===== src/rtl/imm_ext_stage.sv =====
// ---------------------------------------------------------------------------
// imm_ext_stage
//
// Registered immediate-extension stage of the decode pipe. Each accepted
// instruction has its opcode (instr[31:26]) decoded into an extension mode.
// The immediate field is extended on the input side. The finished
// {imm, mode, instr} entry then goes into a two-entry skid buffer, made of an
// output register plus one skid register. When the consumer stalls, nothing
// is lost or duplicated, and in_ready never depends combinationally on
// out_ready.
//
// Ports
//   clk        in   1      rising-edge clock
//   rst_n      in   1      asynchronous active-low reset
//   flush      in   1      synchronous flush (branch redirect), highest priority
//   in_valid   in   1      in_instr is valid
//   in_ready   out  1      stage can accept (state != FULL)
//   in_instr   in   XLEN   raw instruction word
//   out_valid  out  1      out_* hold a valid entry
//   out_ready  in   1      consumer accepts the out_* entry
//   out_imm    out  XLEN   extended immediate
//   out_mode   out  2      00 SIGN, 01 ZERO, 10 UPPER, 11 BRANCH
//   out_instr  out  XLEN   instruction accompanying out_imm
//   stall_cnt  out  CNT_W  saturating count of out_valid & !out_ready cycles
// ---------------------------------------------------------------------------
module imm_ext_stage #(
  parameter int XLEN     = 32,
  parameter int IMM_W    = 16,
  parameter int BR_SHIFT = 2,
  parameter int CNT_W    = 16
) (
  input  logic             clk,
  input  logic             rst_n,
  input  logic             flush,
  input  logic             in_valid,
  output logic             in_ready,
  input  logic [XLEN-1:0]  in_instr,
  output logic             out_valid,
  input  logic             out_ready,
  output logic [XLEN-1:0]  out_imm,
  output logic [1:0]       out_mode,
  output logic [XLEN-1:0]  out_instr,
  output logic [CNT_W-1:0] stall_cnt
);

  localparam logic [1:0] MODE_SIGN   = 2'b00;
  localparam logic [1:0] MODE_ZERO   = 2'b01;
  localparam logic [1:0] MODE_UPPER  = 2'b10;
  localparam logic [1:0] MODE_BRANCH = 2'b11;

  localparam logic [CNT_W-1:0] CNT_ONE = {{(CNT_W-1){1'b0}}, 1'b1};
  localparam logic [CNT_W-1:0] CNT_MAX = {CNT_W{1'b1}};

  // EMPTY: no entry, HALF: output register valid, FULL: output + skid valid
  typedef enum logic [1:0] {
    ST_EMPTY = 2'd0,
    ST_HALF  = 2'd1,
    ST_FULL  = 2'd2
  } state_t;

  state_t r_state;
  state_t w_state_next;

  // -------------------------------------------------------------------------
  // Input-side decode and extension
  // -------------------------------------------------------------------------
  logic [5:0]       w_opc;
  logic [IMM_W-1:0] w_field;
  logic [XLEN-1:0]  w_sext;
  logic [XLEN-1:0]  w_zext;
  logic [XLEN-1:0]  w_upper;
  logic [XLEN-1:0]  w_branch;
  logic [XLEN-1:0]  w_new_imm;
  logic [1:0]       w_new_mode;

  assign w_opc    = in_instr[XLEN-1 -: 6];
  assign w_field  = in_instr[IMM_W-1:0];
  assign w_sext   = {{(XLEN-IMM_W){w_field[IMM_W-1]}}, w_field};
  assign w_zext   = {{(XLEN-IMM_W){1'b0}}, w_field};
  assign w_upper  = {w_field, {(XLEN-IMM_W){1'b0}}};
  // Bits shifted past the MSB are simply dropped; the width stays XLEN.
  assign w_branch = w_sext << BR_SHIFT;

  always_comb begin
    w_new_mode = MODE_SIGN;
    w_new_imm  = w_sext;
    case (w_opc)
      6'h0C, 6'h0D, 6'h0E: begin
        w_new_mode = MODE_ZERO;
        w_new_imm  = w_zext;
      end
      6'h0F: begin
        w_new_mode = MODE_UPPER;
        w_new_imm  = w_upper;
      end
      6'h04, 6'h05: begin
        w_new_mode = MODE_BRANCH;
        w_new_imm  = w_branch;
      end
      default: begin
        w_new_mode = MODE_SIGN;
        w_new_imm  = w_sext;
      end
    endcase
  end

  // -------------------------------------------------------------------------
  // Handshake qualifiers
  // -------------------------------------------------------------------------
  logic w_in_fire;
  logic w_out_fire;

  assign w_in_fire  = in_valid & in_ready;
  assign w_out_fire = out_valid & out_ready;

  // -------------------------------------------------------------------------
  // FSM: state register
  // -------------------------------------------------------------------------
  always_ff @(posedge clk or negedge rst_n) begin
    if (!rst_n) begin
      r_state <= ST_EMPTY;
    end else begin
      r_state <= w_state_next;
    end
  end

  // -------------------------------------------------------------------------
  // FSM: next-state logic (flush overrides every transition)
  // -------------------------------------------------------------------------
  always_comb begin
    w_state_next = r_state;
    if (flush) begin
      w_state_next = ST_EMPTY;
    end else begin
      case (r_state)
        ST_EMPTY: begin
          if (w_in_fire) w_state_next = ST_HALF;
        end
        ST_HALF: begin
          if (w_in_fire && !w_out_fire)      w_state_next = ST_FULL;
          else if (!w_in_fire && w_out_fire) w_state_next = ST_EMPTY;
          else                               w_state_next = ST_HALF;
        end
        ST_FULL: begin
          if (w_out_fire) w_state_next = ST_HALF;
        end
        default: w_state_next = ST_EMPTY;
      endcase
    end
  end

  // -------------------------------------------------------------------------
  // FSM: output decode. The handshake flags come from the registered state
  // only. The load enables steer the datapath registers below.
  // -------------------------------------------------------------------------
  logic w_load_out_new;   // output register <- freshly decoded input
  logic w_load_out_skid;  // output register <- skid register
  logic w_load_skid;      // skid register   <- freshly decoded input

  always_comb begin
    in_ready        = (r_state != ST_FULL);
    out_valid       = (r_state != ST_EMPTY);
    w_load_out_new  = 1'b0;
    w_load_out_skid = 1'b0;
    w_load_skid     = 1'b0;
    if (!flush) begin
      case (r_state)
        ST_EMPTY: w_load_out_new = w_in_fire;
        ST_HALF: begin
          // If the head leaves in the same cycle, the new entry goes
          // straight to the output register. Otherwise it is parked in the
          // skid register.
          w_load_out_new = w_in_fire & w_out_fire;
          w_load_skid    = w_in_fire & ~w_out_fire;
        end
        ST_FULL:  w_load_out_skid = w_out_fire;
        default: begin
          w_load_out_new  = 1'b0;
          w_load_out_skid = 1'b0;
          w_load_skid     = 1'b0;
        end
      endcase
    end
  end

  // -------------------------------------------------------------------------
  // Datapath: output register and skid register
  // -------------------------------------------------------------------------
  logic [XLEN-1:0] r_out_imm;
  logic [1:0]      r_out_mode;
  logic [XLEN-1:0] r_out_instr;
  logic [XLEN-1:0] r_skid_imm;
  logic [1:0]      r_skid_mode;
  logic [XLEN-1:0] r_skid_instr;

  always_ff @(posedge clk or negedge rst_n) begin
    if (!rst_n) begin
      r_out_imm   <= '0;
      r_out_mode  <= MODE_SIGN;
      r_out_instr <= '0;
    end else if (w_load_out_new) begin
      r_out_imm   <= w_new_imm;
      r_out_mode  <= w_new_mode;
      r_out_instr <= in_instr;
    end else if (w_load_out_skid) begin
      r_out_imm   <= r_skid_imm;
      r_out_mode  <= r_skid_mode;
      r_out_instr <= r_skid_instr;
    end
  end

  always_ff @(posedge clk or negedge rst_n) begin
    if (!rst_n) begin
      r_skid_imm   <= '0;
      r_skid_mode  <= MODE_SIGN;
      r_skid_instr <= '0;
    end else if (w_load_skid) begin
      r_skid_imm   <= w_new_imm;
      r_skid_mode  <= w_new_mode;
      r_skid_instr <= in_instr;
    end
  end

  assign out_imm   = r_out_imm;
  assign out_mode  = r_out_mode;
  assign out_instr = r_out_instr;

  // -------------------------------------------------------------------------
  // Stall counter: counts back-pressure cycles. Flush does not affect it,
  // so the count survives branch redirects.
  // -------------------------------------------------------------------------
  logic [CNT_W-1:0] r_stall_cnt;

  always_ff @(posedge clk or negedge rst_n) begin
    if (!rst_n) begin
      r_stall_cnt <= '0;
    end else if (out_valid && !out_ready && (r_stall_cnt != CNT_MAX)) begin
      r_stall_cnt <= r_stall_cnt + CNT_ONE;
    end
  end

  assign stall_cnt = r_stall_cnt;

endmodule


===== config.mk =====
export PLATFORM = sky130hd
export DESIGN_NAME = imm_ext_stage
export DESIGN_NICKNAME = d
export VERILOG_FILES = /design/src/rtl/imm_ext_stage.sv
export SDC_FILE = /design/constraint.sdc
export NUM_CORES = 1
export LEC_CHECK = 0
export CORE_MARGIN = 3
export CORE_UTILIZATION = 45
export CTS_BUF_LIST = sky130_fd_sc_hd__clkbuf_2 sky130_fd_sc_hd__clkbuf_4 sky130_fd_sc_hd__clkbuf_8
export DETAILED_ROUTE_END_ITERATION = 7
export PLACE_DENSITY_LB_ADDON = 0.12
export SYNTH_ARGS = -nofsm -noshare
export SYNTH_HDL_FRONTEND = slang
export SYNTH_SLANG_ARGS = --single-unit

===== constraint.sdc =====
create_clock -name clk -period 3.17 [get_ports clk]
set_clock_uncertainty 0.05 [all_clocks]
set_input_delay 0.317 -clock clk [delete_from_list [all_inputs] [get_ports clk]]
set_output_delay 0.317 -clock clk [all_outputs]
set_load 0.01 [all_outputs]

# Yosys cells after proc, flatten, opt, wreduce, memory -nomap -nowiden
# Index checks and enable logic that the tools add are counted.
# Widths: inputs -> output; s select.
# op_classes
addsub,1
mul,0
div_mod_pow,0
magnitude_cmp,0
eq_ne,12
shift,0
muxes,20
bitwise_logic,5
n_reduce_logical,13
# ops
op,count
$mux 32,4
$pmux 32 s3,1
$eq 6x4->1 const B,4
$add 16x1->16 const B,1
$ne 16x16->1 const B,1
$eq 6x3->1 const B,2
$mux 2,6
$pmux 2 s3,2
$mux 1,6
$ne 3x3->1 const B,2
$and 1x1->1,4
$logic_and 1x1->1,4
$reduce_bool 2->1,2
$logic_not 1->1,3
$reduce_or 3->1,1
$eq 2x1->1 const B,1
$eq 2x2->1 const B,1
$logic_not 2->1,1
$ne 2x2->1 const B,1
$pmux 1 s2,1
$reduce_and 2->1,1
$reduce_or 2->1,1
$not 1->1,1
# totals
regBits,150
latchBits,0
ram_bits,0
romBits,0
inputBits,37
output_inout_bits,84
word_cells,59
memories,0

# Logic depth before layout (Yosys ltp)
# Gate-level depths: netlist (run 1).
# logic_depth
ltp_word,8
ltp_mapped,10
depth_no_buf,7

# Worst setup path after synthesis (run 1)
# Ideal clock, no wire load.
# synth_timing
path_type,register to register
start,reg r_state[0]
end,"reg r_out_instr[15], in the netlist out_instr[15]"
setup_ns,0.121
t_arrival_ns,2.083
t_required_ns,2.999
setup_slack_ns,0.915
stages_incl_launch_ff,11
path_buffers,3
period_less_slack_ns,2.255
cell_sequence,dfrtp_1 buf_6 or2_2 and2_1 ha_1 mux2_4 and2_1 buf_6 buf_6 a22oi_1 nand2_1
# synth_via
elab_chain_len,6
word_cells_on_any_way,14
classes_between,eq/ne (3); mux (5); bitwise (3); reduce/logical (3)
# synth_lines
item,line,source
"start, declared",61,state_t r_state;
"start signal, assigned",123,r_state <= w_state_next;
$reduce_bool 2->1 *,162,out_valid = (r_state != ST_EMPTY);
net out_valid,38,"output logic out_valid,"
$and 1x1->1 *,114,assign w_out_fire = out_valid & out_ready;
$and 1x1->1,173,w_load_out_new = w_in_fire & w_out_fire;
$pmux 1 s2,167,case (r_state)
$mux 1,166,if (!flush) begin
$mux 32 or $reduce_bool 2->1 (tied branches),--,
"end signal, assigned",204,r_out_instr <= in_instr;
"end signal, assigned",208,r_out_instr <= r_skid_instr;
"end, declared",191,logic [XLEN-1:0] r_out_instr;
# The timed path passes the listed nets; every way through them passes the cells marked *.
# A chain may end at the register's enable or synchronous reset.

# Final worst setup path (run 1)
# layout_timing
start,reg r_state[0]
end,"reg r_out_imm[31], in the netlist out_imm[31]"
# layout_via
elab_chain_len,6
word_cells_on_any_way,14
classes_between,eq/ne (3); mux (5); bitwise (3); reduce/logical (3)
# layout_lines
item,line,source
$ne 2x2->1 or $reduce_bool 2->1 (tied branches),"161, 162",
$and 1x1->1 (on tied branches),"113, 114",
$and 1x1->1,173,
$pmux 1 s2,167,
$mux 1,166,
$mux 32 or $reduce_bool 2->1 (tied branches),--,
"end signal, assigned",202,r_out_imm <= w_new_imm;
"end signal, assigned",206,r_out_imm <= r_skid_imm;
"end, declared",189,logic [XLEN-1:0] r_out_imm;
# Parallel ways exist; a longest one is shown, timed or not.

==> summary.md, run 1 <==
| Metric | Value |
|---|---|
| Status | `finished, final reports clean` |
| Internal Power | `3.884 mW` |
| Vias in the first global route | `between 5,000 and 6,000` |
| Synth area leader | `dfrtp_1` |
| Chip Width | `126.5 um` |
| DR vias/cell | `between 5 and 6` |
| Slew headroom | `a little under two fifths` |
| Peak supply drop | `0.3596 mV` |
| Core ar. | `between 10,000 and 15,000 sq um` |
| Clock power share | `about a quarter` |
| Worst r2r path cells | `8` |
| Pwr Density | `approximately 680 nW/um^2` |
| Crit. End Element | `flip-flop` |
| Reg power frac | `49.8%` |
| IO Count | `around 120` |
| Sw Ratio | `a little under a third` |
| CP Capture Point | `out_imm[31]` |
| Crit path arrival time | `2.87 ns` |
| Clock period minus worst slack | `around 2.6 ns` |
| Area Overhead vs Synth | `25.99%` |
| Max-Cap Viols | `0` |
| Layout cells sized above 1 | `just under 8%` |
| Ys Warns | `0` |
| H-tree levels | `4` |
| Fillers | `1,200` |
| Aggregate global routing overflow | `0` |
| Final wirelength | `16.99 mm` |
| Synth Register Bits | `150` |
| Crit path depth | `8` |
| Reg2reg start | `r_state[0]` |
| Slew @ Worst Pin | `0.9477 ns` |
| GRT Total Usage | `a little over a fifth` |
| CTS root buf | `clkbuf_8` |
| Worst Path Buf+Inv | `1` |
| Max-slew violations | `0` |
| Final hold violation count | `0` |
| Vias | `~5,300` |
| WS Path Type | `flip-flop to flip-flop` |
| Unrepaired setup endpoints after global routing | `false` |
| Initial antenna violation count | `0` |
| Most frequent cells in the layout | `nand2_1 (191), dfrtp_1 (150), clkdlybuf4s50_1 (119)` |
| DR iter-0 viols | `between 300 and 400` |
| Tcrit/Tclk final | `about 80%` |
| Leak | `roughly 3.7 nW` |
| DRC | `0` |
| R2R Setup Slk | `approximately 0.58 ns` |
| Initial Util | `a little under half` |
| Routed Antenna Nets | `0` |
| Worst setup SP type | `flip-flop` |
| Setup bufs post-CTS | `0` |
| Post-Syn Area | `about 6500 sq um` |
| Register area share after synthesis | `roughly 57%` |
| Cell count after synthesis | `~660` |
| Crit path launch | `r_state[0]` |
| # clock sinks | `150` |
| Num CTS Buffers | `17` |
| CTS clock-pin slew for the worst setup and hold paths | `roughly 0.080 ns` |
| FF-to-FF End | `out_imm[31]` |
| Post-Syn Nets | `~700` |
| DP HPWL | `11.00 mm` |
| Psw | `~1.7 mW` |
| CP max stage delay | `0.50 ns` |
| Mean Syn Cell Area | `about 9.9 sq um` |
| Part of the power in combinational logic | `between 20% and 30%` |
| Critical Path Slowest Stage Cell | `dfrtp_1` |
| CTS tree | `done` |
| Synth top area share | `approximately 57%` |
| Nets | `just over 800` |
| Total Power | `about 5.6 mW` |
| Port-buffer cells | `120` |
| Top cells by area, synth | `dfrtp_1 (57%), nand2_1 (11%), a22oi_1 (7.0%)` |
| DIE HEIGHT | `around 130 um` |
| N_diodes | `0` |
| Wirelength per Cell | `around 18 um` |
| CP required | `3.45 ns` |
| Critical-path cell list | `or2_2 > and2_1 > ha_1 > mux2_4 > and2_2 > buf_12 > a32oi_1 > nand2_1` |
| Largest net degree at the start of global routing | `between 60 and 70` |
| GP Congestion | `between 0.8 and 0.9` |
| Achievable Freq | `386.0 MHz` |
| Later-pin clock latency in the skew report | `around 0.44 ns` |
| # setup viols final | `0` |
| CP delay by family, top | `simple AND/OR/NAND/NOR gates` |
| First-pass GRT wire length | `27.62 mm` |
| Die area | `between 15,000 and 20,000 sq um` |
| Row count | `43` |
| Crit path max fanout | `46` |
| Commonest non-fill, non-tap cell in the layout | `nand2_1` |
| Fin Setup TNS | `0 ns` |
| Synth cell types | `46` |
| Clk buf depth | `2` |
| Worst hold-check path type | `input pin to asynchronous set/reset pin` |
| 1st-pass router iterations | `5` |
registers in the layout, indices dropped and copies added (netlist names):
name and cells:
out_imm 32, out_instr 32, out_mode 2, r_skid_imm 32, r_skid_instr 32, r_skid_mode 2
r_state 2, stall_cnt 16
what timing repair did:
action / 4_1_cts / 5_1_grt
resized for setup: 0 / 0
hold buffers: 1 / 0
endpoints found under the hold margin: 52 / 0
cells by family (layout without fill, tap and decap cells):
| family | Yosys count | after routing | synth area share, % |
|---|---|---|---|
| muxes | 3 | 3 | 0.5548 |
| buffers and inverters | 48 | 167 | 4.344 |
| adders and majority gates | 3 | 3 | 0.5741 |
| DFF | 150 | 150 | 57.41 |
| and+or+nand+nor | 282 | 282 | 19.35 |
| AOI/OAI and AO/OA | 161 | 161 | 15.77 |
| xor gates and xnor gates | 15 | 15 | 2.009 |
worst min path at each step:
stage	from	cells after the start	endpoint
final	rst_n	2	out_instr[0]
after global routing	in_instr[21]	3	r_skid_instr[21]
after floorplan	rst_n	0	out_imm[0]
after CTS	rst_n	2	out_instr[0]
after detailed placement	rst_n	1	out_instr[0]
after global placement	rst_n	1	r_skid_instr[0]
power groups by stage:
stage          combinational (mW)  sequential (mW)  clock [mW]
6_report                     1.42             2.79        1.38
5_1_grt                      1.59             2.85        1.49
4_1_cts                      1.45             2.78        1.42
3_5_place_dp                 1.44             2.81           0
3_3_place_gp                 1.39             2.79           0
2_1_floorplan               0.624             2.84           0
per-stage QoR:
step                std cells  area [sq um]  setup slack [ns]  hold WS, ns  util [%]
detailed placement        929          7860            0.5028       0.2676     55.97
CTS                       961          8238            0.5824       0.3552     58.67
global placement          929          7860            0.5454       0.2619     55.97
global route              961          8238            0.3533       0.3592     58.67
finish                    961          8238            0.5792       0.3562     58.67
floorplan                 662          6539            0.9155     -0.02859         -
final cells by class:
| type | instances | area, sq um | area share, % |
|---|---|---|---|
| Clock buffer | 22 | 290.3 | 3.524 |
| Inverter | 1 | 3.754 | 0.04557 |
| Tap cell | 180 | 225.2 | 2.734 |
| Multi-Input combinational cell | 464 | 2545 | 30.89 |
| Timing Repair Buffer | 135 | 1343 | 16.30 |
| Sequential cell | 150 | 3754 | 45.57 |
| Clock inverter | 9 | 77.57 | 0.9417 |
synthesized netlist by cell type (all sizes together):
| master | count |
|---|---|
| nand4bb | 2 |
| xnor2 | 4 |
| dfrtp | 150 |
| buf | 28 |
| mux2 | 2 |
| nor2 | 24 |
| o21ai | 32 |
| nand4 | 3 |
| nor4 | 3 |
| nor2b | 16 |
| o21bai | 2 |
| inv | 1 |
| a22oi | 61 |
| nor3b | 3 |
| a21oi | 45 |
| a221oi | 1 |
| and3 | 3 |
| nand3 | 12 |
| or2 | 3 |
| xor2 | 11 |
| nor4b | 3 |
| nor3 | 5 |
| ha | 3 |
| nand2b | 3 |
| nor4bb | 1 |
| clkbuf | 19 |
| a221o | 2 |
| and4bb | 1 |
| nand3b | 1 |
| o31ai | 1 |
| and2 | 5 |
| nand2 | 191 |
| mux2i | 1 |
| a211oi | 16 |
| or3b | 1 |
| a32oi | 1 |
| nand4b | 2 |
routing by layer:
| layer | share of wire (%) | track usage, % | wire [um] |
|---|---|---|---|
| met5 | 0 | 0 | 0 |
| met4 | 0.92 | 5.489 | 156 |
| met3 | 6.6 | 5.937 | 1123 |
| met2 | 47 | 33.53 | 7956 |
| met1 | 46 | 30.46 | 7756 |
Note: power is estimated with default switching activity, not from simulation.
==> run 2, diff against run 1 <==
==> constraint.sdc (replaced) <==
create_clock -name clk -period 2.4 [get_ports clk]
set_clock_uncertainty 0.05 [all_clocks]
set_input_delay 0.24 -clock clk [delete_from_list [all_inputs] [get_ports clk]]
set_output_delay 0.24 -clock clk [all_outputs]
set_load 0.01 [all_outputs]
==> run 2 against run 1 <==
Utilization grew 0.86 points. Wire length is 1.6% higher. Worst setup slack got worse by 0.49 ns. Worst hold slack lost 0.097 ns. Fmax up 12%. Highest routed layer unchanged.
==> summary.md, run 2 (synthesized netlist as in run 1, its figures left out) <==
| Metric | Value |
|---|---|
| Crit path depth | `8` |
| Tcrit/Tclk final | `approximately 96%` |
| Max-Cap Viols | `0` |
| DP HPWL | `between 10 and 15 mm` |
| DR iter-0 viols | `337` |
| CTS root buf | `clkbuf_8` |
| Commonest non-fill, non-tap cell in the layout | `nand2_1` |
| Clk buf depth | `2` |
| Fin Setup TNS | `0 ns` |
| Worst setup SP type | `flip-flop` |
| First-pass GRT wire length | `27.78 mm` |
| Crit path launch | `r_state[0]` |
| GP Congestion | `~0.82` |
| Core ar. | `between 10,000 and 15,000 sq um` |
| Worst slack, placed | `between 0.08 and 0.09 ns` |
| Row count | `43` |
| Final worst slack | `around 0.09 ns` |
| Reg2reg start | `r_state[0]` |
| Clock period minus worst slack | `2.311 ns` |
| Worst hold-check path type | `input pin to asynchronous set/reset pin` |
| Area Overhead vs Synth | `27.84%` |
| Slew @ Worst Pin | `0.5179 ns` |
| Wirelength per Cell | `around 18 um` |
| Crit. End Element | `flip-flop` |
| Critical-path cell list | `or2_2 > and2_1 > ha_1 > mux2_4 > and2_2 > buf_12 > a22oi_1 > nand2_1` |
| # setup viols final | `0` |
| DIE HEIGHT | `between 100 and 150 um` |
| Routed Antenna Nets | `0` |
| WS Path Type | `flip-flop to flip-flop` |
| DR vias/cell | `around 5.6` |
| Worst Path Buf+Inv | `1` |
| # clock sinks | `150` |
| CTS tree | `done` |
| N_diodes | `0` |
| Crit path arrival time | `2.58 ns` |
| Worst r2r path cells | `8` |
| Nets | `around 820` |
| CP required | `around 2.7 ns` |
| Chip Width | `126.5 um` |
| CP Capture Point | `out_instr[10]` |
| DRC | `0` |
| Unrepaired setup endpoints after global routing | `true` |
| Pwr Density | `881.3 nW/um^2` |
| Initial Util | `46.57%` |
| Status | `finished, final reports clean` |
| Crit path max fanout | `31` |
| Num CTS Buffers | `17` |
| FF-to-FF End | `out_instr[10]` |
| Vias | `roughly 5,400` |
| Later-pin clock latency in the skew report | `~0.43 ns` |
| 1st-pass router iterations | `5` |
| CP max stage delay | `a little over 0.4 ns` |
| Slew headroom | `65.19%` |
| Final wirelength | `about 17 mm` |
| Layout cells sized above 1 | `a little under 9%` |
| CP delay by family, top | `simple AND/OR/NAND/NOR gates` |
| Worst hold slack | `around 0.26 ns` |
| Aggregate global routing overflow | `0` |
| Initial antenna violation count | `0` |
| Max-slew violations | `0` |
| IO Count | `roughly 120` |
| Leak | `around 3.8 nW` |
| H-tree levels | `4` |
| GRT Total Usage | `21.64%` |
| Final hold violation count | `0` |
| Port-buffer cells | `120` |
| Largest net degree at the start of global routing | `64` |
| Setup bufs post-CTS | `0` |
| Critical Path Slowest Stage Cell | `dfrtp_1` |
| Peak supply drop | `about 0.6 mV` |
| Achievable Freq | `between 400 and 500 MHz` |
| Most frequent cells in the layout | `nand2_1 (191), dfrtp_1 (150), clkdlybuf4s50_1 (119)` |
| Die area | `16,010 sq um` |
| Vias in the first global route | `approximately 5,300` |
| CTS clock-pin slew for the worst setup and hold paths | `roughly 0.080 ns` |
| Total Power | `about 7.4 mW` |
| R2R Setup Slk | `just under 0.09 ns` |
| Final Cell Area | `roughly 8400 sq um` |
| Placed Area | `roughly 8000 sq um` |
## run 2: through the flow
stage / utilization [%] / cells
after CTS: 59.14 / 964
final: 59.53 / 965
after global routing: 59.53 / 965
after detailed placement: 56.65 / 935
after global placement: 56.65 / 935
after floorplan: - / 662
## run 2: how the worst min path moves through the flow
stage	cells past startpoint	from	end	slack, ns
6_report	2	rst_n	r_skid_instr[1]	0.26
5_1_grt	3	in_instr[21]	r_skid_instr[21]	0.28
4_1_cts	2	rst_n	r_skid_instr[1]	0.27
3_5_place_dp	1	rst_n	r_skid_instr[1]	0.16
3_3_place_gp	1	rst_n	r_skid_instr[1]	0.16
2_1_floorplan	0	rst_n	out_imm[0]	-0.11
## run 2: timing repair
| action | 4_1_cts | 5_1_grt |
|---|---|---|
| hold buffers | 1 | 0 |
| setup endpoints to repair | 0 | 9 |
| resized for setup | 0 | 6 |
| hold endpoints to repair | 47 | 0 |
## run 2: power breakdown
| group | internal, mW | switching [mW] | leakage (nW) |
|---|---|---|---|
| Combinational | 1.02 | 0.905 | 1.75 |
| Clock | 0.877 | 0.867 | 0.184 |
| Sequential | 3.23 | 0.464 | 1.86 |
| Total | 5.13 | 2.24 | 3.80 |
## run 2: final cells by class
class | count | area [sq um]
Clock buffer | 22 | 284.0
Clock inverter | 6 | 55.05
Inverter | 1 | 3.754
Multi-Input combinational cell | 464 | 2575
Fill cell | 1174 | 5683
Tap cell | 180 | 225.2
Timing Repair Buffer | 142 | 1463
Sequential cell | 150 | 3754
## run 2: layer usage
metal | track usage, % | vias up | part of all wire [%]
met5 | 0 | - | 0
met4 | 6.751 | 0 | 1.6
li1 | - | 2502 | -
met1 | 30.67 | 2676 | 46
met3 | 6.568 | 24 | 7.2
met2 | 32.13 | 182 | 45
## run 2: worst register-to-register path, cell delays in order, from the launching register on
cell,delay [ns]
dfrtp_1,0.41
or2_2,0.31
and2_1,0.19
ha_1,0.19
mux2_4,0.29
and2_2,0.26
buf_12,0.19
a22oi_1,0.24
nand2_1,0.07
==> run 3, diff against run 2 <==
--- a/config.mk
+++ b/config.mk
@@ -8,8 +8,10 @@
 export CORE_MARGIN = 3
 export CORE_UTILIZATION = 45
 export CTS_BUF_LIST = sky130_fd_sc_hd__clkbuf_2 sky130_fd_sc_hd__clkbuf_4 sky130_fd_sc_hd__clkbuf_8
+export CTS_CLUSTER_SIZE = 24
 export DETAILED_ROUTE_END_ITERATION = 7
 export PLACE_DENSITY_LB_ADDON = 0.12
+export REMOVE_ABC_BUFFERS = 1
 export SYNTH_ARGS = -nofsm -noshare
 export SYNTH_HDL_FRONTEND = slang
 export SYNTH_SLANG_ARGS = --single-unit
==> run 3 against run 2 <==
Critical path depth is 1 higher. Final cell count increased by 0.62%. First-iteration DRC count increased by 31%. Clock power is 35% higher. Wire length is 3.7% lower. Via count is 0.87% lower. Non-clock buffer count increased by 3. Cell area grew 1.8%. Global-route usage down 0.36 points. Highest routed layer unchanged. Largest cell class unchanged.
==> summary.md, run 3 (synthesized netlist as in run 1, its figures left out) <==
| Metric | Value |
|---|---|
| Clk buf depth | `2` |
| Vias | `between 5,000 and 6,000` |
| Worst setup SP type | `flip-flop` |
| DR vias/cell | `5.496` |
| Slew @ Worst Pin | `0.9450 ns` |
| Die area | `roughly 16,000 sq um` |
| Peak supply drop | `between 0.4 and 0.5 mV` |
| Crit path arrival time | `roughly 2.6 ns` |
| R2R Setup Slk | `around 0.14 ns` |
| DR iter-0 viols | `around 440` |
| Achievable Freq | `442.5 MHz` |
| DP HPWL | `10.49 mm` |
| Final hold violation count | `0` |
| H-tree levels | `4` |
| Worst r2r path cells | `9` |
| Vias in the first global route | `5,354` |
| Wirelength per Cell | `17.13 um` |
| WS Path Type | `flip-flop to flip-flop` |
| Worst hold slack | `between 0.3 and 0.4 ns` |
| CP delay by family, top | `simple AND/OR/NAND/NOR gates` |
| Unrepaired setup endpoints after global routing | `false` |
| Critical-path cell list | `or2_2 > and2_1 > ha_1 > mux2_4 > buf_4 > a21oi_4 > buf_12 > a22oi_1 > o21ai_0` |
| # setup viols final | `0` |
| First-pass GRT wire length | `roughly 27 mm` |
| Worst slack, placed | `0.07379 ns` |
| Placed cells | `approximately 940` |
| Global-route met2 utilization | `34.46%` |
| Worst Path Buf+Inv | `2` |
| Most frequent cells in the layout | `nand2_1 (191), dfrtp_1 (150), clkdlybuf4s50_1 (119)` |
| Core ar. | `~14,000 sq um` |
| Later-pin clock latency in the skew report | `about 0.44 ns` |
| Largest net degree at the start of global routing | `71` |
| Status | `finished, final reports clean` |
| CTS root buf | `clkbuf_8` |
| Max-Cap Viols | `0` |
| Leak | `3.875 nW` |
| N_diodes | `0` |
| Layout cells sized above 1 | `a little under a tenth` |
| Crit path depth | `9` |
| Aggregate global routing overflow | `0` |
| Final wirelength | `approximately 17 mm` |
| Clock period minus worst slack | `between 2 and 2.5 ns` |
| Initial antenna violation count | `0` |
| FF-to-FF End | `out_imm[25]` |
| GP Congestion | `a little under 0.8` |
| GRT Max-Usage Layer | `met2` |
| Critical Path Slowest Stage Cell | `dfrtp_1` |
| Port-buffer cells | `120` |
| Pwr Density | `~930 nW/um^2` |
| Final worst slack | `roughly 0.14 ns` |
| Slew headroom | `approximately 37%` |
| IO Count | `between 100 and 150` |
| DRC | `0` |
| Chip Width | `126.5 um` |
| Area Overhead vs Synth | `30.20%` |
| Fillers | `~1,200` |
| Worst hold-check path type | `input pin to asynchronous set/reset pin` |
| Reg2reg start | `r_state[0]` |
| Commonest non-fill, non-tap cell in the layout | `nand2_1` |
| CTS tree | `done` |
| DIE HEIGHT | `between 100 and 150 um` |
| Initial Util | `46.57%` |
| Crit. End Element | `flip-flop` |
| Row count | `43` |
| Routed Antenna Nets | `0` |
| Finished Layout Cells | `971` |
| CTS clock-pin slew for the worst setup and hold paths | `0.08 ns` |
| Setup bufs post-CTS | `0` |
| Max-slew violations | `0` |
| GR Util met3 | `5.263%` |
| Nets | `819` |
| CP max stage delay | `roughly 0.40 ns` |
| Crit path max fanout | `42` |
| Num CTS Buffers | `17` |
| GRT Total Usage | `a little over a fifth` |
| GR Util met1 | `27.85%` |
| Tcrit/Tclk final | `a little over nine tenths` |
| 1st-pass router iterations | `5` |
| # clock sinks | `150` |
| CP required | `2.70 ns` |
[run 3: cell count changes in the layout (fill, tap and decap cells not counted), sizes merged]
cell,delta
bufinv,+5
buf,+4
clkinv,-2
clkbuf,-1
[run 3: per-stage QoR]
step	cell area [sq um]	total power, mW	setup TNS [ns]	utilization (%)
after global placement	8001	5.551	0	56.98
after CTS	8503	8.025	0	60.55
after global routing	8513	8.418	0	60.63
after floorplan	6259	4.527	-235.69	-
final	8513	7.952	0	60.63
after detailed placement	8001	5.649	0	56.98
[run 3: layout make-up]
cell class              count  area (sq um)  share of cell area (%)
clock inverters             9         195.2                   2.293
well taps                 180         225.2                   2.646
repair buffers            145          1484                   17.43
multi-input cells         464          2555                   30.01
inverters                   1         3.754                 0.04409
clock buffers              22         296.5                   3.483
flip-flops and latches    150          3754                   44.09
[run 3: worst register-to-register path, stage by stage, from the launching register on]
cell and delay, ns:
dfrtp_1 0.40, or2_2 0.31, and2_1 0.19, ha_1 0.18, mux2_4 0.26, buf_4 0.16, a21oi_4 0.18, buf_12 0.25
a22oi_1 0.10, o21ai_0 0.10
[run 3: how the worst max path moves through the flow]
stage / start / to / slack (ns)
after floorplan: r_state[0] / r_skid_imm[10] / -3.61
after detailed placement: out_ready / out_instr[14] / 0.07
after global routing: r_state[0] / out_imm[27] / 0.02
final: r_state[0] / out_imm[25] / 0.14
after CTS: r_state[0] / out_instr[14] / 0.08
after global placement: out_ready / out_instr[28] / 0.12
[run 3: metal layers]
layer  up-vias  part of all wire [%]
met2       169                    48
met3        22                   5.4
met4         0                   1.8
met1      2635                    45
li1       2511                     -
met5         -                     0
[run 3: what timing repair did]
item | 4_1_cts | 5_1_grt
setup endpoints to repair | 0 | 8
hold endpoints to repair | 61 | 0
hold buffers | 1 | 0
gates resized for setup | 0 | 3
[run 3: where the power goes]
part	switching, mW	internal, mW	leakage [nW]
registers	0.455	3.23	1.86
clock network	0.893	1.46	0.252
logic	0.899	1.02	1.76
